**src/rtl/seq_pkg.sv**
```systemverilog
// seq_pkg: shared types and defaults for the run reporter.
// Optional field ts is present when SEQ_REPORT_TIMESTAMP_EN is defined.
package seq_pkg;

   localparam int MIN_RUN   = 4;
   localparam int DEPTH_DEF = 4;
   localparam int LEN_W_DEF = 8;
   localparam int CNT_W_DEF = 16;
   localparam int TS_W_DEF  = 16;

   typedef enum logic {IDLE, RUN} state_t;

   // Record layout at the default widths; the top builds the same shape from its own parameters.
   typedef struct packed {
      logic                 pattern;
      logic [LEN_W_DEF-1:0] len;
`ifdef SEQ_REPORT_TIMESTAMP_EN
      logic [TS_W_DEF-1:0]  ts;
`endif
   } rec_t;

endpackage

```
**src/rtl/seq_report_fifo.sv**
```systemverilog
// seq_report_fifo: synchronous FIFO with extra-MSB pointers; head reads as 0 when empty.
module seq_report_fifo #(
   parameter int DEPTH = 4,
   parameter int W     = 9
) (
   input  logic         clk,
   input  logic         rst_n,
   input  logic         push_i,
   input  logic         pop_i,
   input  logic [W-1:0] din_i,
   output logic [W-1:0] dout_o,
   output logic         full_o,
   output logic         empty_o
);

   localparam int AW = $clog2(DEPTH);

   logic [W-1:0] mem_q [DEPTH];
   logic [AW:0]  wp_q, rp_q;
   logic         do_pop, do_push;

   assign empty_o = wp_q == rp_q;
   assign full_o  = (wp_q[AW] != rp_q[AW]) && (wp_q[AW-1:0] == rp_q[AW-1:0]);
   assign do_pop  = pop_i & ~empty_o;
   assign do_push = push_i & (~full_o | do_pop);
   assign dout_o  = empty_o ? '0 : mem_q[rp_q[AW-1:0]];

   always_ff @(posedge clk or negedge rst_n) begin
      if (!rst_n) begin
         wp_q <= '0;
         rp_q <= '0;
      end else begin
         if (do_push) wp_q <= wp_q + 1'b1;
         if (do_pop)  rp_q <= rp_q + 1'b1;
      end
   end

   always_ff @(posedge clk) begin
      if (do_push) mem_q[wp_q[AW-1:0]] <= din_i;
   end

endmodule

```
**src/rtl/seq_run_reporter.sv**
```systemverilog
// seq_run_reporter: turns each detector run into a {pattern,len} record queued behind valid/ready.
// SEQ_REPORT_TIMESTAMP_EN adds a free-running cycle counter sampled at run start (rep_ts).
module seq_run_reporter
   import seq_pkg::*;
#(
   parameter int DEPTH = DEPTH_DEF,
   parameter int LEN_W = LEN_W_DEF,
   parameter int CNT_W = CNT_W_DEF
`ifdef SEQ_REPORT_TIMESTAMP_EN
   , parameter int TS_W = TS_W_DEF
`endif
) (
   input  logic             clk,
   input  logic             rst_n,
   input  logic             w,
   input  logic             z,
   output logic             rep_valid,
   input  logic             rep_ready,
   output logic             rep_pattern,
   output logic [LEN_W-1:0] rep_len,
   output logic [CNT_W-1:0] event_count,
   output logic             overflow,
`ifdef SEQ_REPORT_TIMESTAMP_EN
   output logic [TS_W-1:0]  rep_ts,
`endif
   input  logic             clr_ovf
);

   typedef struct packed {
      logic             pattern;
      logic [LEN_W-1:0] len;
`ifdef SEQ_REPORT_TIMESTAMP_EN
      logic [TS_W-1:0]  ts;
`endif
   } rec_p_t;

   state_t           state_q;
   logic             w_q, z_q, pat_q, ovf_q, ovf_d;
   logic [LEN_W-1:0] len_q;
   logic [CNT_W-1:0] cnt_q, cnt_d;
   logic             push, pop, drop, full, empty;
   rec_p_t           rec_in, rec_out;
`ifdef SEQ_REPORT_TIMESTAMP_EN
   logic [TS_W-1:0]  ts_cnt_q, ts_q;
`endif

   assign push  = (state_q == RUN) & ~z;
   assign pop   = rep_ready & ~empty;
   assign drop  = push & full & ~pop;
   assign cnt_d = push ? cnt_q + 1'b1 : cnt_q;
   assign ovf_d = drop | (ovf_q & ~clr_ovf);

   assign rec_in = {pat_q, len_q
`ifdef SEQ_REPORT_TIMESTAMP_EN
                    , ts_q
`endif
                   };

   // z_q resets high so a run already in progress at reset release is never mistaken for a new one.
   always_ff @(posedge clk or negedge rst_n) begin
      if (!rst_n) begin
         state_q <= IDLE;
         w_q     <= 1'b0;
         z_q     <= 1'b1;
         pat_q   <= 1'b0;
         len_q   <= '0;
         cnt_q   <= '0;
         ovf_q   <= 1'b0;
`ifdef SEQ_REPORT_TIMESTAMP_EN
         ts_cnt_q <= '0;
         ts_q     <= '0;
`endif
      end else begin
         w_q   <= w;
         z_q   <= z;
         cnt_q <= cnt_d;
         ovf_q <= ovf_d;
`ifdef SEQ_REPORT_TIMESTAMP_EN
         ts_cnt_q <= ts_cnt_q + 1'b1;
`endif
         if (state_q == IDLE) begin
            if (z && !z_q) begin
               state_q <= RUN;
               pat_q   <= w_q;
               len_q   <= LEN_W'(MIN_RUN);
`ifdef SEQ_REPORT_TIMESTAMP_EN
               ts_q    <= ts_cnt_q;
`endif
            end
         end else if (z) begin
            len_q <= (len_q == '1) ? len_q : len_q + 1'b1;
         end else begin
            state_q <= IDLE;
         end
      end
   end

   seq_report_fifo #(.DEPTH(DEPTH), .W($bits(rec_p_t))) u_fifo (
      .clk     (clk),
      .rst_n   (rst_n),
      .push_i  (push & ~drop),
      .pop_i   (pop),
      .din_i   (rec_in),
      .dout_o  (rec_out),
      .full_o  (full),
      .empty_o (empty)
   );

   assign rep_valid   = ~empty;
   assign rep_pattern = rec_out.pattern;
   assign rep_len     = rec_out.len;
   assign event_count = cnt_q;
   assign overflow    = ovf_q;
`ifdef SEQ_REPORT_TIMESTAMP_EN
   assign rep_ts      = rec_out.ts;
`endif

endmodule
```
**config.mk**
```make
export PLATFORM = sky130hd
export DESIGN_NAME = seq_run_reporter
export DESIGN_NICKNAME = d
export VERILOG_FILES = /design/src/rtl/seq_pkg.sv /design/src/rtl/seq_report_fifo.sv /design/src/rtl/seq_run_reporter.sv
export SDC_FILE = /design/constraint.sdc
export NUM_CORES = 1
export LEC_CHECK = 0
export ABC_AREA = 1
export CAP_MARGIN = 25
export CORE_MARGIN = 2
export CORE_UTILIZATION = 35
export DETAILED_ROUTE_END_ITERATION = 7
export GPL_ROUTABILITY_DRIVEN = 0
export HOLD_SLACK_MARGIN = 0.1
export PLACE_DENSITY_LB_ADDON = 0.3
export SYNTH_ARGS = -nofsm -noshare
export SYNTH_HDL_FRONTEND = slang
export SYNTH_SLANG_ARGS = --single-unit
```
**constraint.sdc**
```tcl
create_clock -name clk -period 1.75 [get_ports clk]
set_input_delay 0.175 -clock clk [delete_from_list [all_inputs] [get_ports clk]]
set_output_delay 0.175 -clock clk [all_outputs]
set_load 0.05 [all_outputs]
```
==> impl_metrics.py, run 1 <==
metrics = {
    "cts": {
        "clk_latency_ps": 330,
        "cts-root-buf": "clkbuf_8",
        "cts.path.max_buffers": 2,
        "cts_sinks": 71,
        "numCtsBuffers": 9,
        "clkTransAtPathRegs_ps": 70,
        "htreeDepth": 3,
        "tritoncts": "built",
    },
    "sta": {
        "worst_pin_slew_ps": 496,
        "rsz0062_at_grt": "yes",
        "hold_viol_final": 0,
        "min_period_ps": 1760,
        "drv_slew": 0,
        "fmax_mhz": 569,
        "finalClockSkew_ps": 2.81,
        "finalSetupViolCount": 1,
        "relSlewSlack_pct": 66.9,
        "fin_ws_ps": -8.59,
        "final.period_utilization_pct": 100,
    },
    "detailed_routing": {
        "detail_route.iter0.violations": 136,
        "vias": 2494,
        "drc_errors": 0,
        "drt_first_pass_iters": 4,
        "wl_microns": 7010,
        "drtAntennaViolNets": 0,
        "viasPerCell": 4.56,
        "avgRoutedWirePerCell_microns": 12.8,
    },
    "min_path": {
        "min_path_type": "in2reg",
        "holdPathEnd": "w_q",
        "min_from": "w",
        "hold_depth": 1,
    },
    "setup_path": {
        "rrSetupSlack_ps": 130,
        "worstReg2RegEnd": "u_fifo.mem_q[3][2]",
        "cp-start-kind": "flop",
        "worstReg2RegStart": "u_fifo.rp_q[0]",
        "end_kind": "primary output",
        "worst_ep_required_time_ps": 1570,
        "crit_fanout": 18,
        "worstSetupPathType": "reg2out",
        "arrival_ps": 1580,
        "r2r.worst_path.cells": 7,
    },
    "synthesis": {
        "synthesis.nets": 366,
        "synth.cell_area_sq_um": 3380,
        "synth_cells": 353,
        "ys_ff_latch": 71,
        "ys_warn_count": 0,
        "synth_cell_types": 32,
        "syn_area_per_cell_sq_um": 9.57,
        "ys_seq_area_share_pct": 58.0,
    },
    "global_routing": {
        "overflow": 0,
        "grt_max_degree": 36,
        "track_usage_pct": 15.0,
        "antenna_found_initial": 0,
        "grt_pass1_vias": 2478,
        "grt_first_pass_wirelength_microns": 11900,
    },
    "job": {
        "cap_violations": 0,
    },
    "finish": {
        "layout_commonest_cell": "nand2_1",
        "antenna_cells": 0,
        "fillers": 892,
        "layout.nets": 426,
        "finalInstanceArea_sq_um": 4320,
        "final_util_pct": 46.6,
        "syn_to_final_growth_pct": 28.0,
        "layout_common_cells": "78 x nand2_1, 43 x nor2_1, 40 x inv_1, 36 x edfxtp_1, 33 x dfrtp_1",
        "drive_gt1_share_pct": 22.0,
    },
    "die": {
        "die_h_microns": 102,
        "die_area_sq_um": 10500,
        "fp.dieW_microns": 102,
        "core-area_sq_um": 9280,
        "num_rows": 35,
        "ios": 33,
        "start_util_pct": 36.4,
    },
    "run_status": {
        "violations": "setup timing",
        "status": "finished with violations",
    },
    "place": {
        "place.detailed.hpwl_microns": 4930,
        "port_buffers": 32,
        "place_area_sq_um": 3990,
    },
    "pwr": {
        "power_density_nw_per_um2": 1750,
        "ir_drop_uv": 1110,
        "leakagePower_nw": 1.96,
    },
}
[kinds of logic after synthesis]
kind of cell    share of synthesized area, %
xor+xnor                                4.15
buf+inv                                 7.04
fa+ha+maj                               2.59
mux                                    0.333
compound gates                          5.74
simple gates                            22.2
flops                                   58.0
[critical path: stages (launching register included)]
cell	delay (ps)
dfrtp_2	440
buf_8	160
nor2_2	110
nor2_1	40
o21ai_1	130
o21ai_1	100
nand2_1	60
inv_1	60
buf_12	140
[what timing repair did]
action                                 in CTS  in global routing
hold buffers                                1                  0
setup endpoints to repair                  11                 12
pin swaps                                   0                  1
buffers inserted                            6                  1
gates resized for setup                    20                  6
endpoints found under the hold margin      34                  0
[worst max-delay path by stage]
| stage | start | endpoint | slack (ps) | depth (start not counted) |
|---|---|---|---|---|
| finish | u_fifo.rp_q[0] | rep_len[4] | -9 | 8 |
| global route | u_fifo.rp_q[0] | rep_len[7] | -110 | 7 |
| CTS | u_fifo.rp_q[0] | rep_len[4] | -7 | 8 |
| detailed placement | z | u_fifo.mem_q[3][3] | 50 | 7 |
| global placement | z | u_fifo.mem_q[3][3] | 90 | 7 |
| floorplan | u_fifo.rp_q[2] | u_fifo.mem_q[0][0] | 90 | 5 |
[area by class of cell]
class / count / area (sq um) / share of cell area (%)
sequential: 71 / 1960 / 45.3
multi-input combinational: 228 / 1190 / 27.6
timing repair buffer: 56 / 598 / 13.8
inverter: 47 / 189 / 4.37
tap: 129 / 161 / 3.73
clock buffer: 9 / 124 / 2.86
clock inverter: 7 / 97.6 / 2.26
[power by group]
part / internal [mW] / total [mW] / switching, mW / leakage (nW)
clock: 0.804 / 1.43 / 0.628 / 0.105
sequential: 1.99 / 2.19 / 0.197 / 0.757
combinational: 1.70 / 3.96 / 2.26 / 1.09
[registers in the layout, summed over array words and instances (netlist names)]
| register | count |
|---|---|
| z_q | 1 |
| u_fifo.mem_q | 36 |
| w_q | 1 |
| state_q | 1 |
| len_q | 8 |
| overflow | 1 |
| u_fifo.rp_q | 3 |
| pat_q | 1 |
| u_fifo.wp_q | 3 |
| event_count | 16 |
[synth_stat cells]
cell,count,share of area [%]
nand2_4,3,1.0
nand3_2,1,0.30
buf_2,1,0.15
a31oi_1,1,0.19
inv_4,1,0.19
buf_6,2,0.67
inv_6,1,0.26
nand4_1,2,0.37
inv_2,2,0.22
clkbuf_1,1,0.11
o21ai_1,9,1.3
o21ai_2,1,0.26
nor3_1,3,0.44
o21bai_1,1,0.22
nand3_1,22,3.3
inv_1,43,4.8
o21ai_0,24,3.6
dfstp_2,1,0.78
nand3_4,2,1.0
buf_4,3,0.67
nor2_4,2,0.67
o22ai_1,1,0.19
xor2_1,11,2.9
xnor2_1,5,1.3
nand2_2,3,0.56
ha_1,7,2.6
mux2_2,1,0.33
nor2_1,48,5.3
dfrtp_1,34,25
edfxtp_1,36,32
nand2_1,78,8.7
nor2_2,3,0.56
[through the flow]
stage	total power, mW	cells	hold WS (ps)	TNS [ps]	worst slack, ps
global route	8.03	547	274	-806	-105
CTS	7.60	546	271	-11.7	-7.26
detailed placement	5.86	523	241	0	46.6
finish	7.58	547	279	-8.59	-8.59
global placement	5.83	523	248	0	87.2
floorplan	4.33	353	-121	0	85.3
[per-layer routing]
metal	share of wire, %	global-route usage (%)	vias up
li1	-	-	1252
met1	46	19.4	1164
met2	48	24.8	62
met3	3.5	2.26	16
met4	2.7	7.08	0
met5	0	0	-
(Power assumes the default switching activity.)
==> inputs of run 2 (changes only) <==
Settings changed: CTS_CLUSTER_DIAMETER set to 100.
==> results of run 2 <==
Same layout as run 1: the final DEF is identical, and so are final timing and power.
==> inputs of run 3 (changes only) <==
Settings changed: CORE_ASPECT_RATIO set to 1.4.
==> run 3 against run 2 <==
  * The run still ends with setup timing left
  * First-iteration DRC count shrank 26%
  * Utilization grew 0.44 points
  * Sequential power increased by 2%
  * Clock power rose by 34%
  * Maximum frequency up 0.20%
  * Design area up 2.3%
  * Critical path type unchanged
  * Highest routed layer unchanged
==> impl_metrics.py, run 3 (synthesized netlist as in run 1, its figures left out) <==
metrics = {
    "sta": {
        "fmax_mhz": 570,
        "finalClockSkew_ps": 6.34,
        "worst_pin_slew_ps": 503,
        "drv_slew": 0,
        "min_period_ps": 1760,
        "hold_slack_ps": 291,
        "finalSetupViolCount": 1,
        "hold_viol_final": 0,
        "rsz0062_at_grt": "yes",
        "relSlewSlack_pct": 66.4,
        "fin_ws_ps": -5.00,
        "final.period_utilization_pct": 100,
        "setup_tns_ps": -5.00,
    },
    "min_path": {
        "min_path_type": "in2reg",
    },
    "global_routing": {
        "antenna_found_initial": 0,
        "overflow": 0,
        "grt_first_pass_wirelength_microns": 11900,
        "track_usage_pct": 14.9,
        "grt_max_degree": 36,
        "grt_pass1_vias": 2493,
    },
    "pwr": {
        "combPwrFrac_pct": 49.3,
        "switching_share_pct": 39.6,
        "ir_drop_uv": 809,
        "p_int_mw": 4.94,
        "power.share.clock_pct": 23.5,
        "power_density_nw_per_um2": 1850,
        "total_power_mw": 8.18,
        "leakagePower_nw": 2.00,
        "netSwitchingPower_mw": 3.24,
        "p_seq_share_pct": 27.3,
    },
    "finish": {
        "syn_to_final_growth_pct": 30.9,
        "layout_commonest_cell": "nand2_1",
        "finalInstanceArea_sq_um": 4420,
        "largest_reg_flops": 36,
        "instances_no_fill": 526,
        "drive_gt1_share_pct": 22.1,
        "antenna_cells": 0,
        "final_util_pct": 47.0,
        "layout.nets": 424,
        "layout_common_cells": "77 x nand2_1, 43 x nor2_1, 40 x inv_1, 36 x edfxtp_1, 32 x dfrtp_1",
    },
    "detailed_routing": {
        "avgRoutedWirePerCell_microns": 13.6,
        "viasPerCell": 4.65,
        "detail_route.iter0.violations": 100,
        "drtAntennaViolNets": 0,
        "wl_microns": 7150,
        "vias": 2448,
        "drt_first_pass_iters": 4,
        "drc_errors": 0,
    },
    "setup_path": {
        "cp-start-kind": "flop",
        "end_kind": "primary output",
        "worst_ep_required_time_ps": 1570,
        "cp_slowest_cell": "dfrtp_2",
        "max_stage_delay_ps": 450,
        "crit_fanout": 18,
        "path_cells": "buf_12, nor2_2, nor2_1, o21ai_1, o21ai_1, nand2_1, inv_1, buf_12",
        "arrival_ps": 1580,
        "worstSetupPathType": "reg2out",
    },
    "place": {
        "dp.cells": 503,
        "place_area_sq_um": 3960,
        "port_buffers": 32,
        "place.detailed.hpwl_microns": 4970,
        "pre_cts_slack_ps": 78.6,
    },
    "cts": {
        "cts.path.max_buffers": 2,
        "numCtsBuffers": 9,
        "htreeDepth": 3,
        "cts_sinks": 71,
        "clkTransAtPathRegs_ps": 60,
        "cts-root-buf": "clkbuf_16",
        "clk_latency_ps": 320,
        "tritoncts": "built",
    },
    "die": {
        "start_util_pct": 35.9,
        "fp.dieW_microns": 87.0,
        "core-area_sq_um": 9410,
        "die_area_sq_um": 10500,
        "num_rows": 42,
        "ios": 33,
        "die_h_microns": 120,
    },
    "run_status": {
        "status": "finished with violations",
        "violations": "setup timing",
    },
    "job": {
        "cap_violations": 0,
    },
}
-- run 3: path summary, 6_finish.rpt --
check	startpoint	to	slack, ps	cells after the start
worst max register to register	u_fifo.wp_q[1]	u_fifo.mem_q[2][7]	40	7
min in group asynchronous	rst_n	w_q	420	3
worst max-delay path	u_fifo.rp_q[0]	rep_len[4]	-5	8
max in group asynchronous	rst_n	u_fifo.rp_q[0]	970	3
worst min register to register	w_q	pat_q	490	1
worst min-delay path	w	w_q	290	1
-- run 3: per-layer routing --
| metal | wire, microns | global-route usage [%] |
|---|---|---|
| met5 | 0 | 0 |
| met2 | 3690 | 24.5 |
| met1 | 2970 | 17.6 |
| met3 | 188 | 2.46 |
| met4 | 294 | 10.4 |
-- run 3: repair_timing --
| item | CTS | global route |
|---|---|---|
| buffers inserted | 2 | 2 |
| cloned | 1 | 1 |
| gates resized for setup | 27 | 11 |
| endpoints found under the hold margin | 34 | 0 |
| hold buffers | 1 | 0 |
| pin swaps | 2 | 1 |
| endpoints found under the setup margin | 11 | 48 |
-- run 3: cell type report --
cell class | instances | area, sq um
timing repair buffer | 53 | 576
clock inverter | 7 | 97.6
tap | 110 | 138
fill | 881 | 4980
inverter | 47 | 189
sequential | 71 | 1960
clock buffer | 9 | 225
multi-input combinational | 229 | 1240
-- run 3: critical path: cells and delay by family (launching register included) --
| family | cells | cell delay (ps) |
|---|---|---|
| flip-flops | 1 | 450 |
| buffers and inverters | 3 | 370 |
| AO/OA/AOI/OAI | 2 | 240 |
| AND/OR/NAND/NOR | 3 | 200 |
-- run 3: power groups by stage --
stage / registers, mW / logic (mW) / clock network, mW
finish: 2.23 / 4.03 / 1.92
global route: 2.27 / 4.33 / 2.04
CTS: 2.21 / 3.96 / 1.96
detailed placement: 2.24 / 3.67 / 0
global placement: 2.24 / 3.63 / 0
floorplan: 2.38 / 1.95 / 0
==> variant, RTL diff (flow settings as in run 3) <==
The option `SEQ_REPORT_TIMESTAMP_EN` is turned on by a define.
--- a/src/rtl/seq_pkg.sv
+++ b/src/rtl/seq_pkg.sv
@@ -1,4 +1,6 @@
 // seq_pkg: shared types and defaults for the run reporter.
 // Optional field ts is present when SEQ_REPORT_TIMESTAMP_EN is defined.
+`define SEQ_REPORT_TIMESTAMP_EN
+
 package seq_pkg;
 
Behaviour (old outputs only; new: rep_ts): no difference found for any inputs over 10 cycles, from zero or initial values and one cycle with rst_n low; that may be too few to reach the edited logic, so the function may still have changed.
==> variant against run 3 <==
  * Die area is 110% higher
  * Clock skew is 0.0016 ns higher
  * Combinational power is 100% higher
  * Sequential cell count is 96 higher
  * Routed wire length is 120% higher
  * Largest cell class unchanged
  * Worst setup slack worse by 0.31 ns
  * Cell area is 110% higher
  * Synthesized area is 110% higher
  * Power is 100% higher
  * The run still ends with setup timing left
  * Critical path depth is 1 higher
  * Critical endpoint is now rep_len[6]
  * Sequential power is 120% higher
==> variant: results (changes against run 3) <==
[final_layout]
fillerInstances=1884  ; was 881
nets=803  ; was 424
largest_reg_flops=100  ; was 36
final_layout_size_suffix_gt1_share_pct=19.6  ; was 22.1%

[synthesis]
synthXorXnorAreaFrac_pct=3.27  ; was 4.15%
synth.yosys.seq_area_share_pct=64.8  ; was 58.0%
yosysUniqueCellTypes=35  ; was 32
syn_nets=710  ; was 366
synthAdderAreaFrac_pct=1.39  ; was 2.59%
async_flop_share_pct=40.1  ; was 49.3%
syn_area_per_cell_um2=10.4  ; was 9.57 um^2
synth_mux_area_share_pct=0.623  ; was 0.333%
synth_edf_count=100  ; was 36
synth_compound_area_share_pct=7.08  ; was 5.74%
synthTopCellsByCount=nand2_1 (136), nor2_1 (107), edfxtp_1 (100)  ; was nand2_1 (78), nor2_1 (48), inv_1 (43)

[clock_tree]
htree_num_levels=4  ; was 3
clk_latency_ns=0.42  ; was 0.32 ns

[run_status]
violations=setup timing  ; unchanged
status=finished with violations  ; unchanged

[placed_design]
placed_cells=1011  ; was 503
portBuffers=48  ; was 32
placed_cell_area_um2=8220  ; was 3960 um^2
dpl.hpwl_mm=9.77  ; was 4.97 mm

[grt]
track_usage_pct=14.0  ; was 14.9%
grt_util_met1_pct=17.1  ; was 17.6%
grt_max_degree=39  ; was 36
grt_pass1_wl_mm=24.4  ; was 11.9 mm
grt_use_met2_pct=24.7  ; was 24.5%

[timing]
fin_ws_ns=-0.311  ; was -0.00500 ns
fin_setup_tns_ns=-9.15  ; was -0.00500 ns
setup_viol=85  ; was 1
worst_pin_slew_ns=0.489  ; was 0.503 ns
finClkSkew_ns=0.00795  ; was 0.00634 ns

[worst_setup_path]
path_max_fanout=8  ; was 18
crit_arrival_ns=1.89  ; was 1.58 ns
crit_family=buffers and inverters  ; was flip-flops

[detailed_routing]
viasPerCell=4.64  ; was 4.65
wl_met3_um=389  ; was 188 um
vias=4910  ; was 2448
drt_iter0_markers=367  ; was 100

[power_and_ir_drop]
vdd_drop_max_mv=0.961  ; was 0.809 mV

==> variant: how the worst min path moves through the flow <==
| stage | startpoint | endpoint | slack, ns | cells past startpoint |
|---|---|---|---|---|
| after floorplan | rst_n | event_count[0] | -0.12 | 0 |
| after global placement | rst_n | ts_cnt_q[9] | 0.16 | 1 |
| after detailed placement | rst_n | ts_cnt_q[9] | 0.16 | 1 |
| after CTS | z | z_q | 0.19 | 1 |
| after global routing | z | z_q | 0.18 | 1 |
| final | z | z_q | 0.21 | 1 |
==> variant: report_power, final <==
part | internal (W) | switching [W] | total, W
clock | 0.00197 | 0.00155 | 0.00352
combinational | 0.00304 | 0.00501 | 0.00804
sequential | 0.00457 | 0.000281 | 0.00485
==> variant: area by class of cell <==
class                      instances  share of cell area [%]
sequential                       167                    50.9
multi-input combinational        433                    23.9
timing repair buffer              99                    12.7
clock buffer                      19                    4.71
tap                              256                    3.48
inverter                          71                    2.93
clock inverter                    13                    1.36
